### config.mk
export PLATFORM = sky130hd
export DESIGN_NAME = pixel_point_op
export DESIGN_NICKNAME = d
export VERILOG_FILES = /design/src/rtl/pixel_point_op.sv
export SDC_FILE = /design/constraint.sdc
export NUM_CORES = 1
export LEC_CHECK = 0
export CAP_MARGIN = 20
export CORE_MARGIN = 10
export CORE_UTILIZATION = 35
export DETAILED_ROUTE_END_ITERATION = 12
export GPL_ROUTABILITY_DRIVEN = 0
export SKIP_CTS_REPAIR_TIMING = 1
export SYNTH_ARGS = -nofsm -noshare
export SYNTH_HDL_FRONTEND = slang
export SYNTH_SLANG_ARGS = --single-unit
export TNS_END_PERCENT = 100
### constraint.sdc
create_clock -name clk_40 -period 3.3 [get_ports clk_40]
set_input_delay 0.825 -clock clk_40 [delete_from_list [all_inputs] [get_ports clk_40]]
set_output_delay 0.825 -clock clk_40 [all_outputs]
set_load 0.05 [all_outputs]
### src/rtl/pixel_point_op.sv
// Framebuffer point-operation engine: one pass over NPIX pixels, read-modify-write
// of each RGB pixel with invert, saturating brighten/darken or threshold.
module pixel_point_op #(
    parameter int CW     = 4,
    parameter int ADDR_W = 18,
    parameter int NPIX   = 120000,
    parameter int RD_LAT = 1
) (
    input  logic              clk_40,
    input  logic              rst,
    input  logic              start,
    input  logic [1:0]        op,
    input  logic [CW-1:0]     step,
    input  logic [CW-1:0]     thr,
    output logic [ADDR_W-1:0] rd_addr,
    input  logic [CW-1:0]     rd_r,
    input  logic [CW-1:0]     rd_g,
    input  logic [CW-1:0]     rd_b,
    output logic              wr_en,
    output logic [ADDR_W-1:0] wr_addr,
    output logic [CW-1:0]     wr_r,
    output logic [CW-1:0]     wr_g,
    output logic [CW-1:0]     wr_b,
    output logic              busy,
    output logic              done
);

    localparam logic [1:0] S_IDLE  = 2'd0;
    localparam logic [1:0] S_RUN   = 2'd1;
    localparam logic [1:0] S_DRAIN = 2'd2;
    localparam logic [1:0] S_FIN   = 2'd3;

    localparam logic [ADDR_W-1:0] LAST_ADDR = ADDR_W'(NPIX - 1);

    logic [1:0]        state_q, state_d;
    logic [ADDR_W-1:0] rd_addr_q, rd_addr_d;
    logic              busy_q, busy_d;
    logic              done_q, done_d;
    logic [1:0]        op_q;
    logic [CW-1:0]     step_q;
    logic [CW-1:0]     thr_q;
    logic [RD_LAT-1:0] vld_q;
    logic [ADDR_W-1:0] addr_pipe_q [RD_LAT];
    logic              wr_en_q;
    logic [ADDR_W-1:0] wr_addr_q;
    logic [CW-1:0]     wr_r_q, wr_g_q, wr_b_q;
    logic              accept_s;
    logic              issue_s;
    logic              pipe_empty_s;

    function automatic logic [CW-1:0] point_op(
        input logic [1:0]    mode,
        input logic [CW-1:0] px,
        input logic [CW-1:0] amt,
        input logic [CW-1:0] lvl
    );
        logic [CW:0]   sum;
        logic [CW-1:0] res;
        sum = {1'b0, px} + {1'b0, amt};
        case (mode)
            2'b00:   res = ~px;
            2'b01:   res = sum[CW] ? {CW{1'b1}} : sum[CW-1:0];
            2'b10:   res = (px < amt) ? {CW{1'b0}} : (px - amt);
            2'b11:   res = (px >= lvl) ? {CW{1'b1}} : {CW{1'b0}};
            default: res = ~px;
        endcase
        return res;
    endfunction

    // The start cycle itself issues the read of address 0, so RUN begins at address 1.
    assign accept_s     = (state_q == S_IDLE) && start;
    assign issue_s      = accept_s || (state_q == S_RUN);
    assign pipe_empty_s = (vld_q == {RD_LAT{1'b0}}) && (wr_en_q == 1'b0);

    // Sweep sequencer next-state logic.
    always_comb begin
        state_d   = state_q;
        rd_addr_d = rd_addr_q;
        busy_d    = busy_q;
        done_d    = 1'b0;
        case (state_q)
            S_IDLE: begin
                if (start) begin
                    busy_d = 1'b1;
                    if (rd_addr_q == LAST_ADDR) begin
                        state_d = S_DRAIN;
                    end else begin
                        state_d   = S_RUN;
                        rd_addr_d = rd_addr_q + ADDR_W'(1);
                    end
                end else begin
                    rd_addr_d = {ADDR_W{1'b0}};
                end
            end
            S_RUN: begin
                if (rd_addr_q == LAST_ADDR) begin
                    state_d = S_DRAIN;
                end else begin
                    rd_addr_d = rd_addr_q + ADDR_W'(1);
                end
            end
            S_DRAIN: begin
                if (pipe_empty_s) begin
                    state_d = S_FIN;
                    busy_d  = 1'b0;
                    done_d  = 1'b1;
                end else begin
                    state_d = S_DRAIN;
                end
            end
            S_FIN: begin
                state_d   = S_IDLE;
                rd_addr_d = {ADDR_W{1'b0}};
            end
            default: begin
                state_d   = S_IDLE;
                rd_addr_d = {ADDR_W{1'b0}};
                busy_d    = 1'b0;
            end
        endcase
    end

    // Sequencer state and per-pass operation settings.
    always_ff @(posedge clk_40 or posedge rst) begin
        if (rst) begin
            state_q   <= S_IDLE;
            rd_addr_q <= {ADDR_W{1'b0}};
            busy_q    <= 1'b0;
            done_q    <= 1'b0;
            op_q      <= 2'b00;
            step_q    <= {CW{1'b0}};
            thr_q     <= {CW{1'b0}};
        end else begin
            state_q   <= state_d;
            rd_addr_q <= rd_addr_d;
            busy_q    <= busy_d;
            done_q    <= done_d;
            if (accept_s) begin
                op_q   <= op;
                step_q <= step;
                thr_q  <= thr;
            end
        end
    end

    // Outstanding-read tracker: address travels alongside the BRAM latency.
    always_ff @(posedge clk_40 or posedge rst) begin
        if (rst) begin
            for (int k = 0; k < RD_LAT; k++) begin
                vld_q[k]       <= 1'b0;
                addr_pipe_q[k] <= {ADDR_W{1'b0}};
            end
        end else begin
            vld_q[0]       <= issue_s;
            addr_pipe_q[0] <= rd_addr_q;
            for (int k = 1; k < RD_LAT; k++) begin
                vld_q[k]       <= vld_q[k-1];
                addr_pipe_q[k] <= addr_pipe_q[k-1];
            end
        end
    end

    // Result register; pixel outputs hold between writes.
    always_ff @(posedge clk_40 or posedge rst) begin
        if (rst) begin
            wr_en_q   <= 1'b0;
            wr_addr_q <= {ADDR_W{1'b0}};
            wr_r_q    <= {CW{1'b0}};
            wr_g_q    <= {CW{1'b0}};
            wr_b_q    <= {CW{1'b0}};
        end else begin
            wr_en_q <= vld_q[RD_LAT-1];
            if (vld_q[RD_LAT-1]) begin
                wr_addr_q <= addr_pipe_q[RD_LAT-1];
                wr_r_q    <= point_op(op_q, rd_r, step_q, thr_q);
                wr_g_q    <= point_op(op_q, rd_g, step_q, thr_q);
                wr_b_q    <= point_op(op_q, rd_b, step_q, thr_q);
            end
        end
    end

    assign rd_addr = rd_addr_q;
    assign wr_en   = wr_en_q;
    assign wr_addr = wr_addr_q;
    assign wr_r    = wr_r_q;
    assign wr_g    = wr_g_q;
    assign wr_b    = wr_b_q;
    assign busy    = busy_q;
    assign done    = done_q;

endmodule

==> metrics.md <==
| Metric | Value |
|---|---|
| DRT iter0 DRCs | `209` |
| Comb pwr share | `0.500` |
| Worst skew pair latency | `roughly 350 ps` |
| Area Overhead vs Synth | `28.10%` |
| Seq pwr share | `0.286` |
| Final setup TNS | `0 ps` |
| DP Wirelength | `between 8 and 9 mm` |
| Longest Clk Path Bufs | `2` |
| Cell-internal power | `2.964 mW` |
| H-tree depth | `3` |
| Initial antenna violation count | `0` |
| CTS tree | `yes` |
| Cell Rows | `41` |
| Final nets | `581` |
| Pin count of the biggest net entering global routing | `43` |
| Worst-Margin Slew | `1010 ps` |
| Number of enable flip-flop cells after synthesis | `0` |
| Max Freq | `351.4 MHz` |
| Drt pass-1 iters | `4` |
| Endpoint type of the worst setup path | `flip-flop` |
| Fraction of registers with async set or reset after synthesis | `1.000` |
| DR vias | `~3,600` |
| Clock Tree Root | `clkbuf_16` |
| Share of cells above drive strength 1 | `0.1309` |
| Avg Vias per Cell | `between 5 and 6` |
| Post-synthesis register bit count | `82` |
| Final wirelength | `roughly 12 mm` |
| N_diodes | `0` |
| First-pass GRT wire length | `20.00 mm` |
| Residual DRC | `0` |
| Yosys cell types | `54` |
| Final Skew | `12.04 ps` |
| Rel. slew slack | `0.3244` |
| Final WS setup | `454.6 ps` |
| Synth warnings | `0` |
| Synth Cell Area | `0.004626 mm²` |
| Wirelength per Cell | `around 18 µm` |
| Max_cap viols | `0` |
| Avg Inst Size Synth | `10.86 µm²` |
| Clk sinks | `82` |
| Register area share after synthesis | `0.4436` |
| RSZ-0062 raised after global routing | `no` |
| Crit path time final | `2845 ps` |
| Pre-CTS setup slack | `approximately 130 ps` |
| Die W | `roughly 130 µm` |
| Starting Density | `0.3621` |
| CP startpoint kind | `primary input` |
| CTS Buf Count | `9` |
| Vias in the first global route | `3,789` |
| Clk network pwr share | `0.214` |
| Final Cell Area | `0.005926 mm²` |
| Hold Path Class | `reg2reg` |
| Crit path kind | `in2reg` |
| Run status | `finished clean` |
| Antenna Nets Post-Route | `0` |
| Area of the die | `roughly 0.018 mm²` |
| Leak pwr | `2.616 nW` |
| Placed Area | `0.005590 mm²` |
| Fin crit share | `0.8622` |
| Core Area | `0.01277 mm²` |
| Overall Global Routing Usage | `0.1380` |
| Final setup vio count | `0` |
| CTS clk-pin slew, worst paths | `60 ps` |
| PD cells | `roughly 900 mW/mm²` |
| Net switching power | `2.281 mW` |
| Post-synth net total | `500` |
| Fin. max-slew vios | `0` |
| I/O Buffers | `75` |
| Switch share | `0.4349` |
| Fill count | `around 1,200` |
| Data arrival time of the worst path | `3110 ps` |
| Core Util, Final | `0.4639` |
| Synth Instances | `426` |
| Worst EP required | `3570 ps` |
| Die Y-Extent | `around 130 µm` |
| Top-level I/O count | `76` |
| Worst-path maximum fanout | `6` |
| VDD IR max | `0.2753 mV` |
| Total gr overflow | `0` |
| Most used DFF post-synth | `dfrtp_1` |
| Final hold violations | `0` |
critical path, cell delays in order:
cell and delay, ps:
clkdlybuf4s50_1 520, inv_1 80, ha_1 210, inv_1 70, fa_1 220, a211oi_1 80, nor3_1 520, a221oi_1 190
a31o_2 250, a31oi_1 140
logic make-up after synthesis:
family                     Yosys count  synth area share
DFF                                 82            0.4436
AOI/OAI and AO/OA                   95            0.1461
adders and majority gates           49            0.1423
buffers and inverters               40           0.03462
xor gates and xnor gates            12           0.02272
and+or+nand+nor                    118            0.1380
muxes                               30           0.07276
cells in the mapped netlist, types with 5 or more instances:
master / n / area [µm²]
clkbuf_1: 6 / 22.52
ha_1: 43 / 538.0
nand4_1: 6 / 37.54
nor2b_1: 6 / 37.54
inv_1: 27 / 101.4
o21ai_0: 20 / 100.1
nand2b_1: 7 / 43.79
nor3b_1: 5 / 37.54
nand2_1: 28 / 105.1
mux2_2: 29 / 326.6
a21oi_1: 16 / 80.08
fa_1: 6 / 120.1
o2bb2ai_1: 9 / 78.83
xnor2_1: 8 / 70.07
nor3_1: 7 / 35.03
nand3_1: 12 / 60.06
dfrtp_1: 82 / 2052
nor2_1: 27 / 101.4
a31oi_1: 9 / 56.30
a211oi_1: 11 / 82.58
cell type report:
cell class / count / area [µm²] / area share
multi-input combinational: 304 / 2414 / 0.4073
sequential: 82 / 2052 / 0.3463
timing repair buffer: 82 / 803.3 / 0.1356
clock buffer: 10 / 239.0 / 0.04033
tap: 172 / 215.2 / 0.03632
inverter: 28 / 106.4 / 0.01795
clock inverter: 6 / 96.34 / 0.01626
metrics by stage:
| stage | power [mW] | hold WS [ps] | instances |
|---|---|---|---|
| floorplan | 3.328 | 417.0 | 426 |
| global placement | 4.101 | 445.3 | 668 |
| detailed placement | 4.141 | 461.0 | 668 |
| CTS | 5.295 | 478.5 | 684 |
| global route | 5.627 | 493.8 | 684 |
| finish | 5.245 | 474.4 | 684 |
worst paths after layout:
| path | from | cells past startpoint | endpoint | slack, ps |
|---|---|---|---|---|
| hold reg to reg | addr_pipe_q[0]$_DFF_PP0_ | 1 | wr_addr[0]$_DFFE_PP0P_ | 470 |
| setup / recovery | rd_b[0] | 10 | wr_b[3]$_DFFE_PP0P_ | 450 |
| hold / removal | addr_pipe_q[0]$_DFF_PP0_ | 1 | wr_addr[0]$_DFFE_PP0P_ | 470 |
| max in group asynchronous | rst | 3 | done$_DFF_PP0_ | 1820 |
| setup reg to reg | step_q[1]$_DFFE_PP0P_ | 7 | wr_r[2]$_DFFE_PP0P_ | 800 |
| min in group asynchronous | rst | 2 | wr_addr[9]$_DFFE_PP0P_ | 690 |
per-layer routing:
layer	up-vias	part of all wire	track usage
met1	1794	0.42	0.1627
met4	0	0.020	0.06041
li1	1710	-	-
met2	95	0.51	0.2350
met5	-	0	0
met3	18	0.049	0.03079
state kept, by name, indices dropped and copies added, names as in the netlist:
signal and cells:
thr_q 4, wr_en 1, busy 1, state_q 2
done 1, rd_addr 18, addr_pipe_q 18, step_q 4
wr_r 4, vld_q 1, op_q 2, wr_b 4
wr_addr 18, wr_g 4
layout by cell type (no fill, tap or decap), drive strengths merged, types with 12 or more instances in the layout:
cell type	instances
mux2	29
a21oi	17
nor2	27
dfrtp	82
ha	43
inv	28
o21ai	20
clkdlybuf4s50	75
nand3	12
nand2	29
power groups by stage:
stage / clock network (mW) / logic [mW] / registers [mW]
after CTS: 1.15 / 2.64 / 1.50
after global routing: 1.20 / 2.89 / 1.54
final: 1.12 / 2.62 / 1.50
after floorplan: 0 / 1.47 / 1.85
after detailed placement: 0 / 2.62 / 1.52
after global placement: 0 / 2.59 / 1.51
No activity file was read; power rests on OpenSTA's default activity.
